`src/rtl/galois_lfsr_gen_if.sv`:
```
// Generator-side bundle for the Galois LFSR: control strobes in, word/valid/state out.
interface galois_lfsr_gen_if #(
  parameter int LFSR_WIDTH                 = 8,
  parameter int LFSR_OUTPUT_BITS_PER_CLOCK = 8
);
  logic                                  init;
  logic                                  enable;
  logic [LFSR_OUTPUT_BITS_PER_CLOCK-1:0] out;
  logic                                  valid;
  logic [LFSR_WIDTH-1:0]                 state;

  modport master (
    input  init,
    input  enable,
    output out,
    output valid,
    output state
  );

  modport slave (
    output init,
    output enable,
    input  out,
    input  valid,
    input  state
  );
endinterface

```
`src/rtl/galois_lfsr_gen.sv`:
```
// Galois LFSR producing LFSR_OUTPUT_BITS_PER_CLOCK bits per enabled clock, earliest bit in the MSB.
// Single-cycle: results register on the enabled edge; valid is a per-cycle qualifier with no backpressure.
module galois_lfsr_gen #(
  parameter int                    LFSR_WIDTH                 = 8,
  parameter int                    LFSR_OUTPUT_BITS_PER_CLOCK = 8,
  parameter logic [LFSR_WIDTH-1:0] LFSR_TAPS                  = 8'hB8,
  parameter logic [LFSR_WIDTH-1:0] LFSR_SEED                  = {{(LFSR_WIDTH-1){1'b0}}, 1'b1}
) (
  input  logic              clk,
  input  logic              reset,
  galois_lfsr_gen_if.master lfsr
);

  logic [LFSR_WIDTH-1:0]                 state_q;
  logic [LFSR_OUTPUT_BITS_PER_CLOCK-1:0] out_q;
  logic                                  valid_q;

  logic [LFSR_WIDTH-1:0]                 step_state;
  logic [LFSR_OUTPUT_BITS_PER_CLOCK-1:0] step_out;

  // Fully unrolled K single steps; the bit leaving s[0] at step i lands in out[K-1-i].
  always_comb begin
    step_state = state_q;
    step_out   = '0;
    for (int i = 0; i < LFSR_OUTPUT_BITS_PER_CLOCK; i++) begin
      step_out[LFSR_OUTPUT_BITS_PER_CLOCK-1-i] = step_state[0];
      step_state = (step_state >> 1) ^ (step_state[0] ? LFSR_TAPS : '0);
    end
  end

  always_ff @(posedge clk or posedge reset) begin
    if (reset) begin
      state_q <= LFSR_SEED;
      out_q   <= '0;
      valid_q <= 1'b0;
    end else if (lfsr.init) begin
      state_q <= LFSR_SEED;
      valid_q <= 1'b0;
    end else if (lfsr.enable) begin
      valid_q <= 1'b1;
      // All-zero state would stick forever; recover by reloading the seed.
      if (state_q == '0) begin
        state_q <= LFSR_SEED;
        out_q   <= '0;
      end else begin
        state_q <= step_state;
        out_q   <= step_out;
      end
    end else begin
      valid_q <= 1'b0;
    end
  end

  assign lfsr.state = state_q;
  assign lfsr.out   = out_q;
  assign lfsr.valid = valid_q;

endmodule

```
`src/flat_wrapper.sv`:
```
// flat-port wrapper written by rule: the top's interface ports become plain ports
module galois_lfsr_gen_flat 
#(
  parameter int                    LFSR_WIDTH                 = 8,
  parameter int                    LFSR_OUTPUT_BITS_PER_CLOCK = 8,
  parameter logic [LFSR_WIDTH-1:0] LFSR_TAPS                  = 8'hB8,
  parameter logic [LFSR_WIDTH-1:0] LFSR_SEED                  = {{(LFSR_WIDTH-1){1'b0}}, 1'b1}
)
  (clk, reset, lfsr_init, lfsr_enable, lfsr_out, lfsr_valid, lfsr_state);
  galois_lfsr_gen_if #(.LFSR_WIDTH(LFSR_WIDTH), .LFSR_OUTPUT_BITS_PER_CLOCK(LFSR_OUTPUT_BITS_PER_CLOCK)) lfsr_i ();
  input  logic clk;
  input  logic reset;
  input wire logic [$bits(lfsr_i.init)-1:0] lfsr_init;
  input wire logic [$bits(lfsr_i.enable)-1:0] lfsr_enable;
  output wire logic [$bits(lfsr_i.out)-1:0] lfsr_out;
  output wire logic [$bits(lfsr_i.valid)-1:0] lfsr_valid;
  output wire logic [$bits(lfsr_i.state)-1:0] lfsr_state;
  assign lfsr_i.init = lfsr_init;
  assign lfsr_i.enable = lfsr_enable;
  assign lfsr_out = lfsr_i.out;
  assign lfsr_valid = lfsr_i.valid;
  assign lfsr_state = lfsr_i.state;
  galois_lfsr_gen #(.LFSR_WIDTH(LFSR_WIDTH), .LFSR_OUTPUT_BITS_PER_CLOCK(LFSR_OUTPUT_BITS_PER_CLOCK), .LFSR_TAPS(LFSR_TAPS), .LFSR_SEED(LFSR_SEED)) u_core (.clk(clk), .reset(reset), .lfsr(lfsr_i));
endmodule
```
`config.mk`:
```
export PLATFORM = sky130hd
export DESIGN_NAME = galois_lfsr_gen_flat
export DESIGN_NICKNAME = d
export VERILOG_FILES = /design/src/rtl/galois_lfsr_gen_if.sv /design/src/rtl/galois_lfsr_gen.sv /design/src/flat_wrapper.sv
export SDC_FILE = /design/constraint.sdc
export NUM_CORES = 1
export LEC_CHECK = 0
export CORE_ASPECT_RATIO = 1.1
export CORE_UTILIZATION = 30
export CTS_CLUSTER_SIZE = 30
export DETAILED_ROUTE_END_ITERATION = 7
export HOLD_SLACK_MARGIN = 0.08
export PLACE_DENSITY_LB_ADDON = 0.25
export SYNTH_ARGS = -nofsm -noshare
export SYNTH_HDL_FRONTEND = slang
export SYNTH_SLANG_ARGS = --single-unit
```
`constraint.sdc`:
```
create_clock -name clk -period 4.2 [get_ports clk]
set_clock_uncertainty 0.1 [all_clocks]
set_input_delay 1.26 -clock clk [delete_from_list [all_inputs] [get_ports clk]]
set_output_delay 1.26 -clock clk [all_outputs]
set_load 0.1 [all_outputs]
```
# After elaboration in Yosys (flattened, before gate mapping)
# Index checks and enable logic that the tools add are counted.
[word_totals] register_bits=17 input_bits=4 out_inout_bits=17 word_cells=29
[classes] mux=14 bitwise_logic=9 n_reduce_logical=3
[ops] op="$mux W8" n=12
[ops] op="$xor A7 B8 Y8" n=8
[ops] op="$logic_not A8 Y1" n=1
[ops] op="$mux W1" n=2
[ops] op="$reduce_and A2 Y1" n=1
[ops] op="$reduce_bool A2 Y1" n=1
[ops] op="$not A1 Y1" n=1

# Logic depth before layout (Yosys ltp)
[depth] depth_word=19 ltp_mapped=5 depth_no_buf=4

# Least setup slack after synthesis
# No wires, ideal clock.
[synth_timing] kind="reg2out" startpoint="register u_core.state_q[4], in the netlist u_core.lfsr.state[4]" endpoint="output port lfsr_state[4]" arrival_time_ps=1004 required_time_ps=2840 slack_ps=1836 stages_incl_launch_ff=1 path_buffers=0 cell_sequence="dfrtp_1"
[synth_lines] element="start: declaration" line="galois_lfsr_gen.sv:14" text="logic [LFSR_WIDTH-1:0] state_q;"
[synth_lines] element="start signal: assignment" line="galois_lfsr_gen.sv:46" text="state_q <= step_state;"
[synth_lines] element="end: declaration" line="flat_wrapper.sv:17" text="output wire logic [$bits(lfsr_i.state)-1:0] lfsr_state;"
# No word-level cell between the ends.

# Final worst setup path
[layout_timing] startpoint="register u_core.out_q[5], in the netlist u_core.lfsr.out[5]" endpoint="output port lfsr_out[5]"
[layout_lines] element="start: declaration" line="galois_lfsr_gen.sv:15" text="logic [LFSR_OUTPUT_BITS_PER_CLOCK-1:0] out_q;"
[layout_lines] element="start signal: assignment" line="galois_lfsr_gen.sv:47" text="out_q <= step_out;"
[layout_lines] element="end: declaration" line="flat_wrapper.sv:15" text="output wire logic [$bits(lfsr_i.out)-1:0] lfsr_out;"
# No word-level cell between the ends.

==> metrics <==
area fraction in compound gates after synthesis=under 10%; die area=3460 µm²; Final Max Tran Viols=0; CTS resizes=0; worst hold slack=394 ps; hold buffers post-CTS=0; grt total ovfl=0; Die H=just over 60 µm; Tmin final=around 3100 ps; Die W=56.2 µm; first-pass GRT wire length=~2.8 mm; Cells after Synth=86; Syn Area/Cell=between 10 and 15 µm²; CTS tree=built; Synth area leaders=dfrtp_1, xnor2_1, xor2_1; R2R Path End=u_core.lfsr.state[6]; CP max FO=2; R2R depth=4; Inst Count DP=130; clk_lat worst skew=a little under 300 ps; Final Non-Filler Cells=~130; yosys warns=0; CTS sink cnt=17; initial antenna violation count=0; CTS buffer count=3; delay-heaviest family, CP=buffers and inverters; Detailed Route WL=~1.7 mm; gpl congestion=about 0.86; root buf cell=clkbuf_4; setup bufs post-CTS=0; slowest CP cell=clkdlybuf4s50_1; mux share of post-synthesis cell area=between 5 and 6%; antenna-violating nets left=0; synthesized flop and latch total=17; vias in the first global route=roughly 550; worst rel slew slack=35.6%; hold_sp=u_core.lfsr.out[0]; largest net degree at the start of global routing=18; largest family of logic cells by synthesized area=XOR/XNOR gates; CTS H-tree lvls=1; prevailing post-synth register cell=dfrtp_1; EDFF count, synth=0; simple-gate share of the synthesized area=9.42%; Worst EP required=around 2800 ps; Port-buffer cells=20; Post-synth ARST share=100%; outcome=finished, final reports clean; DR pass1 iterations=2; Distinct cells, synth=25; Via density=4.46; buffers plus inverters on the worst setup path=1; Nets=between 100 and 150; filler cell count in the final layout=313; final hold viol count=0; DR DRC count=0; Slew @ Worst Pin=around 960 ps; core footprint=3070 µm²; worst setup path class=flip-flop to output pin; min-delay worst type=flip-flop to flip-flop; CTS max path bufs=2; RSZ-0062 raised after global routing=false; # IOs=21; crit-path max cell delay=1130 ps; RR Startpoint=u_core.lfsr.state[1]; CP Capture Type=output pin; Final Setup Violations=0; worst hold path endpoint=u_core.lfsr.out[0]; XOR/XNOR Fraction of Synth Area=27.0%; Inserted Diodes=0; synthesized area=about 970 µm²; CP Launch Type=flip-flop; fin crit share=around 75%; vias=roughly 600; Commonest cells post-synth=dfrtp_1, xnor2_1, nand2_1, nor2_1, xor2_1; Overall Global Routing Usage=around 11%; area leader, netlist=dfrtp_1; setup_tns=0 ps; most common cell in the netlist=dfrtp_1; Clock transition at path regs=100 ps; fmax=318 MHz; drt wl/cell=12.8 µm; arrival time worst endpoint=1790 ps; Hold Path Cell Cnt=2; CP cell instances=clkdlybuf4s50_1; Core Rows=21; initial DRC count=7; post-synthesis adder-cell area fraction=0%; Synthesized Nets=90; register area share after synthesis=between 40% and 50%; Layout area overhead=18.3%; proportion of layout cells with a drive suffix above 1=between 20 and 25%; Synth top area share=between 40% and 50%; Max Cap Violations=0; flop2flop setup slack=approximately 2500 ps; Initial Util=approximately a third
==> cells in the final DEF, fill, tap and decap left out, types with 2 or more instances in the layout <==
master	instances
a211oi_1	2
buf_4	8
clkbuf_4	3
clkdlybuf4s50_1	12
dfrtp_1	16
inv_1	2
mux2_2	4
nand2_1	8
nand2b_1	2
nor2_1	8
nor4_1	2
o21ai_0	3
xnor2_1	10
xnor2_2	3
xor2_1	6
xor3_1	2
==> worst max-delay path by stage <==
stage | endpoint | slack [ps] | cells past startpoint | start
after floorplan | lfsr_state[4] | 1840 | 0 | u_core.lfsr.state[4]
after global placement | u_core.lfsr.out[4] | 1240 | 3 | lfsr_init
after detailed placement | u_core.lfsr.out[6] | 1230 | 3 | lfsr_enable
after CTS | lfsr_out[5] | 1030 | 1 | u_core.lfsr.out[5]
after global routing | lfsr_out[1] | 990 | 1 | u_core.lfsr.out[1]
final | lfsr_out[5] | 1050 | 1 | u_core.lfsr.out[5]
==> flip-flops by register name, summed over array words and instances, names as in the netlist <==
name,cells
u_core.lfsr.out,8
u_core.lfsr.valid,1
u_core.lfsr.state,8
==> area by class of cell <==
cell class	count	area, µm²	area share, %
sequential	17	427	37.2
multi-input combinational	57	463	40.3
inverter	2	7.51	0.654
clock inverter	1	5.00	0.436
clock buffer	3	22.5	1.96
tap	34	42.5	3.71
timing repair buffer	20	180	15.7
==> stage by stage <==
step	instance area (µm²)	setup WS [ps]	utilization, %
finish	1150	1050	37.3
global route	1150	990	37.3
CTS	1150	1030	37.3
detailed placement	1120	1230	36.4
global placement	1120	1240	36.4
floorplan	970	1840	-
==> cells by family (layout without fill, tap and decap cells) <==
kind of cell	after synthesis	in the layout
flip-flops	17	17
XOR/XNOR	22	22
AND/OR/NAND/NOR	21	21
AO/OA/AOI/OAI	9	9
multiplexers	5	5
buffers and inverters	12	26
==> routing by layer <==
metal  vias to the layer above  global-route usage [%]  part of all wire [%]
met4                         0                    7.32                   1.1
met3                         2                    1.89                   2.6
met1                       286                    13.8                    45
li1                        301                       -                     -
met2                         8                    17.7                    51
met5                         -                       0                     0
Power is left out: the tool's default activity adds up to more than one toggle a clock period on the data nets, which glitch-free logic cannot reach.
==> edit, RTL diff (config.mk and constraints unchanged) <==
`LFSR_OUTPUT_BITS_PER_CLOCK` is set to 8 in 3 places; all go to 7.
--- a/src/rtl/galois_lfsr_gen_if.sv
+++ b/src/rtl/galois_lfsr_gen_if.sv
@@ -1,7 +1,7 @@
 // Generator-side bundle for the Galois LFSR: control strobes in, word/valid/state out.
 interface galois_lfsr_gen_if #(
   parameter int LFSR_WIDTH                 = 8,
-  parameter int LFSR_OUTPUT_BITS_PER_CLOCK = 8
+  parameter int LFSR_OUTPUT_BITS_PER_CLOCK = 7
 );
   logic                                  init;
   logic                                  enable;
--- a/src/rtl/galois_lfsr_gen.sv
+++ b/src/rtl/galois_lfsr_gen.sv
@@ -2,7 +2,7 @@
 // Single-cycle: results register on the enabled edge; valid is a per-cycle qualifier with no backpressure.
 module galois_lfsr_gen #(
   parameter int                    LFSR_WIDTH                 = 8,
-  parameter int                    LFSR_OUTPUT_BITS_PER_CLOCK = 8,
+  parameter int                    LFSR_OUTPUT_BITS_PER_CLOCK = 7,
   parameter logic [LFSR_WIDTH-1:0] LFSR_TAPS                  = 8'hB8,
   parameter logic [LFSR_WIDTH-1:0] LFSR_SEED                  = {{(LFSR_WIDTH-1){1'b0}}, 1'b1}
 ) (
--- a/src/flat_wrapper.sv
+++ b/src/flat_wrapper.sv
@@ -2,7 +2,7 @@
 module galois_lfsr_gen_flat 
 #(
   parameter int                    LFSR_WIDTH                 = 8,
-  parameter int                    LFSR_OUTPUT_BITS_PER_CLOCK = 8,
+  parameter int                    LFSR_OUTPUT_BITS_PER_CLOCK = 7,
   parameter logic [LFSR_WIDTH-1:0] LFSR_TAPS                  = 8'hB8,
   parameter logic [LFSR_WIDTH-1:0] LFSR_SEED                  = {{(LFSR_WIDTH-1){1'b0}}, 1'b1}
 )
Ports: changed (resized lfsr_out); port bits go from 21 to 20. No check against the original RTL was run, so the function may have changed too.
==> edit against the original RTL <==
Sequential cell count down 1. Die area fell by 7.0%. First-iteration DRC count rose to 2.6 times the old value. Sequential share of layout area rose by 0.58 points. Synthesized cell count down 9.3%. Design area down 7.3%. Highest routed layer unchanged. Worst setup slack worse by 130 ps. Critical path type unchanged. Routed wire length is 9.7% lower. Synthesized area fell by 7.2%. Register-to-register slack improved by 50 ps.
Power is not shown: default switching activity piles up to over one toggle a cycle in this logic, so the estimate is an artifact.
==> edit: results (changes against the original RTL) <==
Global routing
  – Met3 demand-to-capacity share in global routing: 1.54% (-0.35 points)
  – Vias in the first global route: 554 (+0.54%)
  – Met1 Track Usage GR: 14.7% (+0.88 points)
  – First-pass GRT wire length: 2.55 mm (-8.6%)
  – Largest net degree at the start of global routing: 17 (-1)
  – GRT Overall Usage: 11.4% (+0.45 points)

Min path
  – Hold-critical path endpoint: u_core.lfsr.out[1]
  – Hold path startpoint: u_core.lfsr.out[1]

Critical path
  – Setup slack of the worst register-to-register path: 2580 ps (+50 ps)
  – Critical-path maximum fanout: 5 (+3)
  – Last element of the critical path: lfsr_state[6]
  – Capture instance of the worst register-to-register path: u_core.lfsr.state[0]
  – Cells on worst reg2reg path: 3 (-1)
  – Launching element of the worst setup path: u_core.lfsr.state[6]
  – Arrival time at the worst endpoint: 1920 ps (+130 ps)
  – Start of the worst register-to-register path: u_core.lfsr.state[2]

Placement
  – I/O Buffers: 19 (-5.0%)
  – Final weighted congestion of routability-driven global placement: 0.727 (-16%)
  – Placed Cells: 122 (-6.2%)
  – Placed standard-cell area: 1030 µm² (-8.3%)

Finish
  – Fillcell total: 298 (-4.8%)
  – Count of non-filler cells in the finished layout: 126 (-6.0%)
  – Share of post-route cells with drive strength above 1: 15.1% (-6.9 points)
  – Layout net count: 98 (-6.7%)

Yosys
  – Mean post-synth cell area: 11.5 µm² (+2.3%)
  – Share of synthesized area occupied by flip-flops and latches: 44.6% (+0.65 points)
  – Commonest cells post-synth: sky130_fd_sc_hd__nand2_1 (17), sky130_fd_sc_hd__dfrtp_1 (15), sky130_fd_sc_hd__xnor2_1 (8)
  – Number of nets in the synthesized netlist: 82 (-8.9%)
  – Number of distinct library cells after synthesis: 20 (-20%)

Timing
  – Max_slew headroom: 34.9% (-0.71 points)

Detailed routing
  – Met1 Routed Length: 742 µm (-3.8%)
  – WL final: 1.55 mm (-9.7%)
  – Drt first-iter violations: 18 (+11)
  – Detail-routed via count per cell: 4.70 (+5.5%)
  – Iteration count of the initial detailed-routing pass: 4 (+2)

Outcome
  – Status: completed
[edit: through the flow]
step | setup slack, ps | utilization (%) | hold slack, ps
2_1_floorplan | 1860 | - | 756
3_5_place_dp | 1130 | 36.7 | 366
6_report | 924 | 37.9 | 388
5_1_grt | 873 | 37.9 | 407
3_3_place_gp | 1160 | 36.7 | 367
4_1_cts | 904 | 37.9 | 391
[edit: kinds of logic (layout without fill, tap and decap cells)]
logic type      after synthesis  count (layout)  synth area share [%]
mux                           3               3                  3.34
buf+inv                      10              25                  10.7
compound gates                8               8                  7.09
xor+xnor                     13              13                  21.4
simple gates                 28              28                  12.8
flops                        16              16                  44.6
[edit: final cells by class]
| class | instances | area (µm²) | share of cell area [%] |
|---|---|---|---|
| multi-input cells | 52 | 402 | 37.8 |
| well taps | 33 | 41.3 | 3.88 |
| repair buffers | 19 | 175 | 16.5 |
| flip-flops and latches | 16 | 402 | 37.8 |
| inverters | 2 | 7.51 | 0.706 |
| clock buffers | 4 | 36.3 | 3.41 |
